[config.mk]
export PLATFORM = sky130hd
export DESIGN_NAME = clken_irq_gen
export DESIGN_NICKNAME = d
export VERILOG_FILES = /design/src/rtl/clken_irq_gen.sv
export SDC_FILE = /design/constraint.sdc
export NUM_CORES = 1
export LEC_CHECK = 0
export ABC_AREA = 1
export BUFFER_PORTS_ARGS = -buffer_cell sky130_fd_sc_hd__buf_2
export CAP_MARGIN = 0
export CORE_AREA = 2 2 169 171
export DETAILED_ROUTE_END_ITERATION = 16
export DIE_AREA = 0 0 171 173
export GPL_TIMING_DRIVEN = 0
export SETUP_SLACK_MARGIN = 0.2
export SYNTH_ARGS = -nofsm -noshare
export SYNTH_HDL_FRONTEND = slang
export SYNTH_SLANG_ARGS = --single-unit
[constraint.sdc]
create_clock -name clk -period 5.2 [get_ports clk]
set_clock_uncertainty 0.1 [all_clocks]
set_input_delay 0 -clock clk [delete_from_list [all_inputs] [get_ports clk]]
set_output_delay 0 -clock clk [all_outputs]
set_load 0.05 [all_outputs]
[src/rtl/clken_irq_gen.sv]
// clken_irq_gen: a bank of programmable clock-enable dividers plus an
// interrupt generator. The interrupt generator counts the periods of one
// selected channel. Divisor writes are staged and take effect only at a
// period boundary, so a running period is never cut short.
module clken_irq_gen #(
  parameter int NUM_CH    = 4,
  parameter int CNT_W     = 16,
  parameter int DEF_DIV   = 16,
  parameter int IRQ_SRC   = NUM_CH - 1,
  parameter int IRQ_MOD   = 14,
  parameter int IRQ_AT    = 12,
  parameter int IRQ_LATCH = 0
) (
  input  logic              clk,
  input  logic              rst,
  input  logic              hold,
  input  logic              cfg_we,
  input  logic [2:0]        cfg_ch,
  input  logic [CNT_W-1:0]  cfg_div,
  input  logic              irq_en,
  input  logic              irq_ack,
  output logic [NUM_CH-1:0] en,
  output logic [NUM_CH-1:0] lvl,
  output logic              irq,
  output logic              irq_ovr
);

  localparam int IRQ_W    = (IRQ_MOD > 1) ? $clog2(IRQ_MOD) : 1;
  // Value of irq_cnt on the advance that makes it reach IRQ_AT.
  localparam int IRQ_PREV = (IRQ_AT == 0) ? IRQ_MOD - 1 : IRQ_AT - 1;
  localparam logic [CNT_W-1:0] DIV_RST = CNT_W'(DEF_DIV);
  localparam logic [CNT_W-1:0] ONE     = CNT_W'(1);

  logic [NUM_CH-1:0] en_vec;
  logic [NUM_CH-1:0] lvl_vec;

  for (genvar gi = 0; gi < NUM_CH; gi++) begin : g_ch
    logic [CNT_W-1:0] cnt_q, cnt_d;
    logic [CNT_W-1:0] act_div_q, act_div_d;
    logic [CNT_W-1:0] pend_div_q, pend_div_d;
    logic             pend_valid_q, pend_valid_d;
    logic [CNT_W-1:0] eff_div, eff_div_d;
    logic             wrap, cfg_hit, lvl_d;
    logic             en_q, lvl_q;

    // Counter, staged-divisor handover and square-wave level for the next cycle
    always_comb begin
      eff_div      = (act_div_q == '0) ? ONE : act_div_q;
      cfg_hit      = cfg_we && (cfg_ch == 3'(gi));
      wrap         = !hold && (cnt_q == eff_div - ONE);
      cnt_d        = cnt_q;
      act_div_d    = act_div_q;
      pend_div_d   = pend_div_q;
      pend_valid_d = pend_valid_q;
      if (!hold) begin
        cnt_d = wrap ? '0 : cnt_q + ONE;
      end
      // The old pending value moves in at this wrap; a write landing in the
      // same cycle stays pending for the following wrap.
      if (wrap && pend_valid_q) begin
        act_div_d    = pend_div_q;
        pend_valid_d = 1'b0;
      end
      if (cfg_hit) begin
        pend_div_d   = cfg_div;
        pend_valid_d = 1'b1;
      end
      eff_div_d = (act_div_d == '0) ? ONE : act_div_d;
      lvl_d     = (cnt_d >= (eff_div_d >> 1));
    end

    // Channel state and registered outputs
    always_ff @(posedge clk) begin
      if (rst) begin
        cnt_q        <= '0;
        act_div_q    <= DIV_RST;
        pend_div_q   <= DIV_RST;
        pend_valid_q <= 1'b0;
        en_q         <= 1'b0;
        lvl_q        <= 1'b0;
      end else begin
        cnt_q        <= cnt_d;
        act_div_q    <= act_div_d;
        pend_div_q   <= pend_div_d;
        pend_valid_q <= pend_valid_d;
        en_q         <= wrap;
        lvl_q        <= lvl_d;
      end
    end

    assign en_vec[gi]  = en_q;
    assign lvl_vec[gi] = lvl_q;
  end

  logic [IRQ_W-1:0] irq_cnt_q, irq_cnt_d;
  logic             irq_q, irq_d;
  logic             irq_ovr_q, irq_ovr_d;
  logic             advance, irq_event;

  // Interrupt counter advance, event detection and irq/overrun next state
  always_comb begin
    advance   = en_vec[IRQ_SRC] && !hold;
    irq_event = advance && irq_en && (irq_cnt_q == IRQ_W'(IRQ_PREV));
    irq_cnt_d = irq_cnt_q;
    irq_d     = irq_q;
    irq_ovr_d = irq_ovr_q;
    if (advance) begin
      irq_cnt_d = (irq_cnt_q == IRQ_W'(IRQ_MOD - 1)) ? '0 : irq_cnt_q + IRQ_W'(1);
    end
    if (IRQ_LATCH != 0) begin
      // Set beats acknowledge; an unacknowledged repeat event is an overrun.
      if (irq_event) begin
        irq_d = 1'b1;
        if (irq_q && !irq_ack) begin
          irq_ovr_d = 1'b1;
        end
      end else if (irq_ack) begin
        irq_d = 1'b0;
      end
    end else begin
      // Pulse lasts exactly one source period: cleared by the next advance.
      if (irq_event) begin
        irq_d = 1'b1;
      end else if (advance) begin
        irq_d = 1'b0;
      end
      irq_ovr_d = 1'b0;
    end
  end

  // Interrupt state register
  always_ff @(posedge clk) begin
    if (rst) begin
      irq_cnt_q <= '0;
      irq_q     <= 1'b0;
      irq_ovr_q <= 1'b0;
    end else begin
      irq_cnt_q <= irq_cnt_d;
      irq_q     <= irq_d;
      irq_ovr_q <= irq_ovr_d;
    end
  end

  assign en      = en_vec;
  assign lvl     = lvl_vec;
  assign irq     = irq_q;
  assign irq_ovr = irq_ovr_q;

endmodule

Yosys cells after proc, flatten, opt, wreduce, memory -nomap -nowiden. Cells that the tools add are included.

Register bits after elaboration: 209. Bits of input ports: 25. Output and inout port bits: 10. Word-level logic and storage cells: 109.

$add $sub $neg: 9. $lt $le $gt $ge: 4. Equal/unequal tests: 9. Muxes and demuxes: 31. Reduce and logical (&&, ||, !) cells: 30.

Operators with widths (number): 2-to-1 mux 16 bit (20); zero test 16 bit (8); adder 16 x 1 -> 16 bit, second input constant (4); equality test 16 bit (4); >= comparator 16 x 15 -> 1 bit (4); subtractor 16 x 1 -> 16 bit, second input constant (4); logical AND 1 bit (15); 2-to-1 mux 1 bit (10); nonzero test 2 bit (5); equality test 4 bit, second input constant (2); equality test 3 x 2 -> 1 bit, second input constant (2); adder 4 x 1 -> 4 bit, second input constant (1); 2-to-1 mux 4 bit (1); equality test 3 x 1 -> 1 bit, second input constant (1); zero test 3 bit (1); zero test 1 bit (1).

Logic depth before layout (Yosys ltp). Gate-level depths: netlist (run 1).

Depth in word-level cells: 10. Mapped depth: 46. Depth with buffers taken out: 45.

Worst setup path after synthesis (run 1). Ideal clock, no wire load.

Path type: register -> register. Start point: reg g_ch[2].act_div_q[4]. End point: reg g_ch[2].lvl_q. Library setup time: 0.113 ns. Arrival: 3.681 ns. Data required time: 4.987 ns. Slack: 1.306 ns. Stages on the path, launching flop included: 46. Path buffers: 1. Period minus slack after synthesis: 3.894 ns. Path through: dfxtp_1 nor2_1 nand2_1 nor2_1 nand3_2 nand2_1 inv_1 ha_1 nand2_2 nor2_4 nand2_2 nor2_1 nor2_1 nor2_1 nand2_1 nand2_1 inv_1 nand4_1 [... 10 more ...] nand2_1 nand2_1 nand2_1 nand2_1 nand2_1 nand2_1 nand2_1 nand2_1 nand2_1 nand2_1 nand2_1 nand2_1 nand2_1 nand2_1 nand2_1 nand2_1 nand2_1 nand2_1.

Cells in the longest elaborated chain, start to end: 10. Elaborated cells on any way between the ends: 12. Classes of those cells: add/sub (1); order compare (1); eq/ne (1); mux (5); reduce/logical (4).

RTL lines: from (decl) (line 39) `logic [CNT_W-1:0] act_div_q, act_div_d;`; from (signal assigned) (line 83) `act_div_q <= act_div_d;`; zero test 16 bit (line 48) `eff_div = (act_div_q == '0) ? ONE : act_div_q;`; 2-to-1 mux 16 bit (line 48); subtractor 16 x 1 -> 16 bit (line 50) `wrap = !hold && (cnt_q == eff_div - ONE);`; equality test 16 bit (line 50); logical AND 1 bit (line 50); logical AND 1 bit (line 60) `if (wrap && pend_valid_q) begin`; 2-to-1 mux 16 bit (line 60); zero test 16 bit (line 68) `eff_div_d = (act_div_d == '0) ? ONE : act_div_d;`; 2-to-1 mux 16 bit (line 68); >= comparator 16 x 15 -> 1 bit * (line 69) `lvl_d = (cnt_d >= (eff_div_d >> 1));`; to (signal assigned) (line 87) `lvl_q <= lvl_d;`; to (decl) (line 44) `logic en_q, lvl_q;`.

Every way passes the cells marked *; elsewhere a longest branch is shown, timed or not. A chain may end at the register's enable or synchronous reset.

Worst setup path after layout (run 1).
Start point: reg g_ch[1].act_div_q[13]. End point: reg g_ch[1].lvl_q.

Cells in the longest elaborated chain, start to end: 10. Elaborated cells on any way between the ends: 12. Classes of those cells: add/sub (1); order compare (1); eq/ne (1); mux (5); reduce/logical (4).

RTL lines (line): from (decl) (39); from (signal assigned) (83); zero test 16 bit (48); 2-to-1 mux 16 bit (48); subtractor 16 x 1 -> 16 bit (50); equality test 16 bit (50); logical AND 1 bit (50); logical AND 1 bit (60); 2-to-1 mux 16 bit (60); zero test 16 bit (68); 2-to-1 mux 16 bit (68); >= comparator 16 x 15 -> 1 bit * (69); to (signal assigned) (87); to (decl) (44).

Marked as above.

==> results.yml, run 1 <==
yosys:
  yosys.area.top_type: "dfxtp_1"
  ys_seq_elements: 209
  synth_seq_area_share: 0.332
  synth_ff_type: "dfxtp_1"
  yosysUniqueCellTypes: 50
  synth_fp_nets: 1900
  yosys.area.top_type_share: 0.332
  synth_edf_count: 0
  syn-instance-count: 1807
  synthesis.area_um2: 12600
  syn_avg_cell_area_um2: 6.98
  synthTopCellsByArea: "dfxtp_1, nand2_1, nor2_1"
  yosysWarnings: 0
  async_flop_share: 0
placed_design:
  place_congestion: 0.930
  place_inst: 2215
  portBuffers: 30
  place_hpwl_mm: 27.1
clock_tree:
  htreeDepth: 1
  clock_latency_ps: 520
  cts_root_buf: "clkbuf_16"
  clk_pin_slew_ps: 60
  cts_buffers: 25
  tritoncts: "built"
  cts.sink_count: 209
  clockBufferDepth: 3
layout:
  mostFrequentLayoutCell: "nand2_1"
  final_cell_count_no_fill: 2296
  final_cell_mix: "nand2_1, nor2_1, inv_1"
  n_fill_cell: 2824
  num_antenna_cells: 0
  finalNetCount: 1995
  fin_util: 0.525
  area_delta_synth_final_pct: 15.0
  layout-drive-gt1-share: 0.118
setup_path:
  cp_common_cell: "nand2_1"
  worst_ep_arrival_time_ps: 4850
  rr_startpoint: "g_ch[1].act_div_q[13]"
  startpoint_type: "register"
  path_class: "register to register"
  cp_max_fo: 10
  crit_required_ps: 5500
  worst-path-buf-inv: 5
  reg2reg_slack_ps: 650
  r2r_cells: 36
  reg2reg_to: "g_ch[1].lvl_q"
  slowest_stage: "dfxtp_2"
  cp-end-kind: "register"
  crit_family: "simple AND/OR/NAND/NOR gates"
  max_stage_delay_ps: 350
min_path:
  min_path_cells: 8
  hold_start: "cfg_we"
  hold_path.class: "primary input to register"
  hold_end: "g_ch[1].pend_div_q[15]"
power:
  p_leak_nw: 6.65
  switchingPower_w: 0.000838
  finalPower_w: 0.00360
  ir_drop_mv: 0.194
  p_sw_frac: 0.233
  combPwrFrac: 0.049
  internal_power_w: 0.00276
  p_seq_frac: 0.455
  p_clk_frac: 0.496
  power_density_nw_per_um2: 248
global_routing:
  grt_remaining_overflow: 0
  grt_pass1_vias: 11000
  grt_pass1_wl_mm: 56.6
  antenna_found_initial: 0
  grt_use_total: 0.238
  grt_max_degree: 14
timing:
  finalSetupTns_ps: 0
  worst_pin_slew_ps: 945
  max_freq_mhz: 220
  whs_ps: 87.4
  finalMaxSlewViolations: 0
  finalSetupViolations: 0
  rsz0062_at_grt: "true"
  period_share: 0.875
  hold_violations: 0
  period_needed_ps: 4550
  slew_headroom: 0.370
route:
  avgViaCountPerCell: 5.05
  drc: 0
  via_count: 11600
  first_pass_iters: 7
  postRouteAntennaNets: 0
  initialDrtViolationCount: 726
  wl_per_cell_um: 15.3
  drt_wl_total_mm: 35.2
floorplanning:
  io_pins: 35
  start_util: 0.456
  die_h_um: 173
  rows: 61
  core_um2: 27600
  fp.dieW_um: 171
  die_area_um2: 29600
job:
  cap_violations: 0
status:
  outcome: "finished, final reports clean"
[worst max path at each step]
stage	startpoint	slack, ps	end	cells past startpoint
finish	g_ch[1].act_div_q[13]	650	g_ch[1].lvl_q	36
global route	g_ch[0].act_div_q[9]	150	g_ch[0].lvl_q	42
CTS	g_ch[0].act_div_q[2]	330	g_ch[0].lvl_q	38
detailed placement	g_ch[0].act_div_q[2]	340	g_ch[0].lvl_q	38
global placement	g_ch[0].act_div_q[2]	340	g_ch[0].lvl_q	38
floorplan	g_ch[2].act_div_q[4]	1310	g_ch[2].lvl_q	45
[metrics by stage]
stage / setup WS, ps / area, µm²
after floorplan: 1310 / 12600
after global placement: 340 / 13200
after detailed placement: 342 / 13200
after CTS: 326 / 14300
after global routing: 146 / 14500
final: 651 / 14500
[layer usage]
metal	wire length [µm]	global-route usage	vias up	part of all wire
li1	-	-	5989	-
met1	16000	0.320	5307	0.46
met2	16600	0.407	237	0.47
met3	1580	0.0266	59	0.045
met4	937	0.0600	0	0.027
met5	0	0	-	0
[power by group through the flow]
stage / Clock (W) / Sequential [W] / Combinational [W]
final: 0.00179 / 0.00164 / 0.000176
after detailed placement: 0 / 0.00167 / 0.000159
after floorplan: 0 / 0.00167 / 0.0000940
after CTS: 0.00182 / 0.00164 / 0.000174
after global placement: 0 / 0.00167 / 0.000157
after global routing: 0.00189 / 0.00164 / 0.000194
[synth_stat cells, types with 3 or more instances]
library cell  instances
a211oi_1              6
a21boi_0              3
a21oi_1              80
and2_1                3
buf_2                15
buf_4                 9
buf_6                 5
clkbuf_1             41
dfxtp_1             209
ha_1                 68
inv_1               217
inv_2                 6
nand2_1             342
nand2_2              25
nand3_1              64
nand3_2               4
nand3b_1              7
nand4_1              46
nor2_1              257
nor2_2               21
nor2_4                9
nor3_1               81
nor3b_1               3
nor4_1               13
o211ai_1              3
o21ai_0              76
o21ai_1              16
o21ai_2              13
o22ai_1               3
or2_2                 4
xnor2_1              33
xor2_1              101
[kinds of logic after synthesis]
logic type | share of synthesized area
AO/OA/AOI/OAI | 0.0917
flip-flops | 0.332
AND/OR/NAND/NOR | 0.319
other | 0.000297
XOR/XNOR | 0.0944
adder cells (fa/ha/maj) | 0.0675
buffers and inverters | 0.0953
[worst min-delay path: cells and delay by family]
family | cells | cell delay [ps]
compound gates | 2 | 200
simple gates | 3 | 180
buf+inv | 3 | 280
[registers in the layout (all words and copies together), names as in the netlist]
register           count
irq_cnt_q              4
g_ch.lvl_q             4
g_ch.pend_valid_q      4
g_ch.act_div_q        64
g_ch.cnt_q            64
g_ch.pend_div_q       64
g_ch.en_q              4
irq                    1
[area by class of cell]
class,count,area [µm²],share of cell area
tap,378,473,0.0326
inverter,225,845,0.0582
sequential,209,4200,0.289
multi-input combinational,1302,7290,0.503
clock buffer,33,696,0.0480
buffer,71,364,0.0251
timing repair buffer,68,505,0.0349
clock inverter,10,135,0.00932
[repair_timing]
item | CTS | global route
setup buffers | 0 | 10
endpoints found under the setup margin | 0 | 4
gates resized for setup | 0 | 31
endpoints found under the hold margin | 66 | 0
hold buffers | 28 | 0
No activity file was read; power rests on OpenSTA's default activity.
==> run 2, diff against run 1 <==
--- a/config.mk
+++ b/config.mk
@@ -9,8 +9,11 @@
 export BUFFER_PORTS_ARGS = -buffer_cell sky130_fd_sc_hd__buf_2
 export CAP_MARGIN = 0
-export CORE_AREA = 2 2 169 171
+export CELL_PAD_IN_SITES_DETAIL_PLACEMENT = 1
+export CELL_PAD_IN_SITES_GLOBAL_PLACEMENT = 2
+export CORE_AREA = 2 2 191 193
 export DETAILED_ROUTE_END_ITERATION = 16
-export DIE_AREA = 0 0 171 173
+export DIE_AREA = 0 0 193 195
 export GPL_TIMING_DRIVEN = 0
+export PLACE_DENSITY_LB_ADDON = 0.1
 export SETUP_SLACK_MARGIN = 0.2
 export SYNTH_ARGS = -nofsm -noshare
==> constraint.sdc (replaced) <==
create_clock -name clk -period 5.2 [get_ports clk]
set_clock_uncertainty 0.1 [all_clocks]
set_input_delay 0.26 -clock clk [delete_from_list [all_inputs] [get_ports clk]]
set_output_delay 0.26 -clock clk [all_outputs]
set_load 0.05 [all_outputs]
==> run 2 against run 1 <==
  * Register-to-register slack is essentially flat
  * Critical path depth is the same
  * Power shrank 1.2%
  * Largest cell class unchanged
  * Sequential power is essentially flat
  * Critical endpoint unchanged
  * Cell area grew 1.0%
  * Flip-flop and latch count is the same
  * Clock power shrank 3%
==> results.yml, run 2 (synthesized netlist as in run 1, its figures left out) <==
min_path:
  hold_end: "g_ch[3].pend_div_q[4]"
  hold_path.class: "primary input to register"
  hold_start: "cfg_ch[0]"
  min_path_cells: 5
floorplanning:
  fp.dieW_um: 193
  die_area_um2: 37600
  rows: 69
  die_h_um: 195
  io_pins: 35
  core_um2: 35400
  start_util: 0.356
placed_design:
  post_dp_cell_area_um2: 13300
  portBuffers: 30
  place_congestion: 0.813
  place_inst: 2298
  place_hpwl_mm: 32.8
route:
  wl_per_cell_um: 17.6
  via_count: 11700
  drt_wl_total_mm: 41.9
  first_pass_iters: 5
  initialDrtViolationCount: 566
  postRouteAntennaNets: 0
  drc: 0
  avgViaCountPerCell: 4.91
global_routing:
  antenna_found_initial: 0
  grt_use_total: 0.226
  grt_pass1_wl_mm: 66.2
  grt_pass1_vias: 12000
  grt_remaining_overflow: 0
  grt_max_degree: 14
layout:
  top_regs: "g_ch.act_div_q: 64 flops, g_ch.cnt_q: 64 flops, g_ch.pend_div_q: 64 flops"
  final_cell_mix: "nand2_1, nor2_1, inv_1"
  layout-drive-gt1-share: 0.144
  final_cell_area_um2: 14600
  final_cell_count_no_fill: 2375
  mostFrequentLayoutCell: "nand2_1"
  area_delta_synth_final_pct: 16.2
  fin_util: 0.414
  num_antenna_cells: 0
  finalNetCount: 1992
timing:
  finalMaxSlewViolations: 0
  worst_pin_slew_ps: 1060
  finalSetupTns_ps: 0
  finalSetupViolations: 0
  slew_headroom: 0.295
  period_share: 0.876
  max_freq_mhz: 220
  rsz0062_at_grt: "true"
  period_needed_ps: 4560
  hold_violations: 0
clock_tree:
  htreeDepth: 1
  cts_root_buf: "clkbuf_16"
  tritoncts: "built"
  clockBufferDepth: 3
  clk_pin_slew_ps: 60
  cts_buffers: 27
  clock_latency_ps: 560
  cts.sink_count: 209
power:
  p_leak_nw: 6.65
  power_density_nw_per_um2: 243
  ir_drop_mv: 0.229
setup_path:
  slowest_stage: "dfxtp_1"
  reg2reg_to: "g_ch[1].lvl_q"
  startpoint_type: "register"
  cp-end-kind: "register"
  max_stage_delay_ps: 350
  path_class: "register to register"
  cp_common_cell: "nand2_1"
  crit_required_ps: 5550
  rr_startpoint: "g_ch[1].act_div_q[15]"
  cp_max_fo: 10
  reg2reg_slack_ps: 640
  worst_ep_arrival_time_ps: 4900
  r2r_cells: 36
job:
  cap_violations: 0
status:
  outcome: "finished, final reports clean"
run 2: worst max-delay path by stage:
stage	from	endpoint	slack, ps	depth (start not counted)
3_3_place_gp	g_ch[0].act_div_q[4]	g_ch[0].lvl_q	200	38
4_1_cts	g_ch[1].act_div_q[13]	g_ch[1].lvl_q	170	32
2_1_floorplan	g_ch[2].act_div_q[4]	g_ch[2].lvl_q	1310	45
5_1_grt	g_ch[0].act_div_q[0]	g_ch[0].lvl_q	180	43
3_5_place_dp	g_ch[1].act_div_q[13]	g_ch[1].lvl_q	190	32
6_report	g_ch[1].act_div_q[15]	g_ch[1].lvl_q	640	36
run 2: final cells by class:
| cell class | instances | area (µm²) |
|---|---|---|
| Buffer | 71 | 377 |
| Clock buffer | 34 | 742 |
| Clock inverter | 10 | 60.1 |
| Fill cell | 4551 | 20700 |
| Inverter | 225 | 848 |
| Multi-Input combinational cell | 1302 | 7370 |
| Sequential cell | 209 | 4230 |
| Tap cell | 461 | 577 |
| Timing Repair Buffer | 63 | 443 |
run 2: worst max-delay path: cells and delay by family (launching register included):
family          cells  cell delay [ps]
xor+xnor            1              210
fa+ha+maj           2              390
simple gates       23             2160
flops               1              350
compound gates      5              680
buf+inv             5              550
run 2: per-layer routing:
layer,wire length [µm],track usage
met5,0,0
met3,975,0.0232
met1,20300,0.306
met2,20000,0.389
met4,625,0.0435
run 2: report_power, final:
part	leakage, nW	switching, W	total, W	internal [W]
sequential	1.70	0.0000144	0.00164	0.00162
clock	0.402	0.000744	0.00174	0.000998
combinational	4.54	0.000128	0.000180	0.0000517
total	6.65	0.000886	0.00356	0.00267
run 2: metrics by stage:
stage	hold slack [ps]	total power, W	worst slack, ps
final	56.7	0.00356	644
after detailed placement	347	0.00185	188
after floorplan	286	0.00176	1310
after CTS	35.6	0.00361	174
after global placement	341	0.00184	198
after global routing	101	0.00370	181
run 2: timing repair:
action,CTS,global route
hold buffers,18,0
setup endpoints to repair,2,4
buffers inserted,0,15
gates resized for setup,1,84
pin swaps,1,15
hold endpoints to repair,29,0
==> run 3, diff against run 2 <==
clock period = 4.9 ns   (was 5.2 ns; I/O delays follow)
==> run 3 against run 2 <==
  * Die area is the same
  * Non-clock buffer count grew 21
  * Highest routed layer unchanged
  * Critical endpoint unchanged
  * Largest cell class unchanged
  * Cell area grew 3.4%
  * Power grew 5.9%
  * Cell count grew 0.88%
==> results.yml, run 3 (synthesized netlist as in run 1, its figures left out) <==
status:
  outcome: "finished, final reports clean"
power:
  p_clk_frac: 0.491
  ir_drop_mv: 0.243
  p_seq_frac: 0.458
  combPwrFrac: 0.051
  power_density_nw_per_um2: 249
  internal_power_w: 0.00283
  switchingPower_w: 0.000943
  p_leak_nw: 6.86
  p_sw_frac: 0.250
global_routing:
  grt_max_degree: 14
  antenna_found_initial: 0
  grt_pass1_wl_mm: 66.3
  grt_use_total: 0.226
  grt_pass1_vias: 12100
  grt_remaining_overflow: 0
min_path:
  hold_end: "g_ch[3].pend_div_q[4]"
  hold_path.class: "primary input to register"
  hold_start: "cfg_ch[0]"
  min_path_cells: 5
timing:
  rsz0062_at_grt: "true"
  finalSetupTns_ps: 0
  slew_headroom: 0.286
  hold_violations: 0
  period_needed_ps: 4300
  finalMaxSlewViolations: 0
  period_share: 0.878
  whs_ps: 40.6
  max_freq_mhz: 233
  worst_pin_slew_ps: 1070
  finalSetupViolations: 0
clock_tree:
  clk_pin_slew_ps: 60
  tritoncts: "built"
  clockBufferDepth: 3
  cts_root_buf: "clkbuf_16"
  cts_buffers: 27
  cts.sink_count: 209
  htreeDepth: 1
  clock_latency_ps: 560
route:
  wl_per_cell_um: 17.6
  via_count: 11800
  first_pass_iters: 5
  postRouteAntennaNets: 0
  drt_wl_total_mm: 42.2
  avgViaCountPerCell: 4.90
  initialDrtViolationCount: 513
  drc: 0
layout:
  area_delta_synth_final_pct: 20.2
  mostFrequentLayoutCell: "nand2_1"
  finalNetCount: 2013
  final_cell_count_no_fill: 2396
  num_antenna_cells: 0
  fin_util: 0.428
  ff_latch_area_um2: 4300
  multiInputGateArea_um2: 7610
  top_regs: "g_ch.act_div_q: 64 flops, g_ch.cnt_q: 64 flops, g_ch.pend_div_q: 64 flops"
  n_fill_cell: 4500
  final_cell_area_um2: 15100
  final_cell_mix: "nand2_1, nor2_1, inv_1"
  layout-drive-gt1-share: 0.186
floorplanning:
  die_area_um2: 37600
  fp.dieW_um: 193
  io_pins: 35
  die_h_um: 195
  core_um2: 35400
  start_util: 0.356
  rows: 69
job:
  cap_violations: 0
setup_path:
  max_stage_delay_ps: 370
  r2r_cells: 32
  rr_startpoint: "g_ch[1].act_div_q[13]"
  path_class: "register to register"
  cp-end-kind: "register"
  crit_required_ps: 5250
  reg2reg_slack_ps: 600
  crit_family: "simple AND/OR/NAND/NOR gates"
  worst-path-buf-inv: 2
  startpoint_type: "register"
  reg2reg_to: "g_ch[1].lvl_q"
  worst_ep_arrival_time_ps: 4650
  cp_max_fo: 10
  slowest_stage: "dfxtp_4"
  cp_common_cell: "nand2_1"
placed_design:
  place_inst: 2298
  portBuffers: 30
  place_congestion: 0.813
  place_hpwl_mm: 32.8
  post_dp_cell_area_um2: 13300
run 3: cell count changes in the layout (fill, tap and decap cells not counted), moves of 8 or more:
cell,previous run,this run
dfxtp_1,179,158
nor2_4,14,23
nand2_1,338,327
dfxtp_4,3,21
nand2_2,29,39
nor2_1,244,236
buf_4,25,49
run 3: worst min-delay path: stages:
cell and delay [ps]:
buf_2 110, nand2_1 80, nor2_1 80, nand2_1 70
nand3_1 70
run 3: worst max path at each step:
stage          slack, ps  depth (start not counted)            end             startpoint
4_1_cts              200                         36  g_ch[1].lvl_q   g_ch[1].act_div_q[2]
6_report             600                         32  g_ch[1].lvl_q  g_ch[1].act_div_q[13]
2_1_floorplan       1010                         45  g_ch[2].lvl_q   g_ch[2].act_div_q[4]
3_3_place_gp        -100                         38  g_ch[0].lvl_q   g_ch[0].act_div_q[4]
3_5_place_dp        -110                         32  g_ch[1].lvl_q  g_ch[1].act_div_q[13]
5_1_grt              160                         38  g_ch[0].lvl_q   g_ch[0].act_div_q[7]
run 3: through the flow:
stage	total power (W)	setup slack, ps
floorplan	0.00187	1010
detailed placement	0.00196	-112
CTS	0.00384	197
global placement	0.00195	-102
finish	0.00377	599
global route	0.00391	160
run 3: cell type report:
class | instances | share of cell area
multi-input cells | 1302 | 0.503
flip-flops and latches | 209 | 0.284
inverters | 225 | 0.0563
clock buffers | 34 | 0.0490
repair buffers | 84 | 0.0396
well taps | 461 | 0.0381
plain buffers | 71 | 0.0265
clock inverters | 10 | 0.00396
run 3: timing repair:
item	in CTS	in global routing
setup endpoints to repair	4	4
pin swaps	3	41
gates resized for setup	24	175
hold endpoints to repair	38	0
hold buffers	18	0
setup buffers	6	30
cloned	0	0
run 3: power by group through the flow:
stage	Sequential [W]	Combinational, W	Clock [W]
4_1_cts	0.00174	0.000193	0.00190
6_report	0.00173	0.000192	0.00185
5_1_grt	0.00173	0.000213	0.00197
3_5_place_dp	0.00178	0.000181	0
3_3_place_gp	0.00178	0.000178	0
2_1_floorplan	0.00177	0.0000998	0
run 3: routing by layer:
layer,vias up,GRT usage,part of all wire,wire length (µm)
met5,-,0,0,0
met4,0,0.0435,0.015,646
met3,39,0.0232,0.026,1080
met2,99,0.390,0.48,20300
met1,5604,0.307,0.48,20200
li1,6010,-,-,-
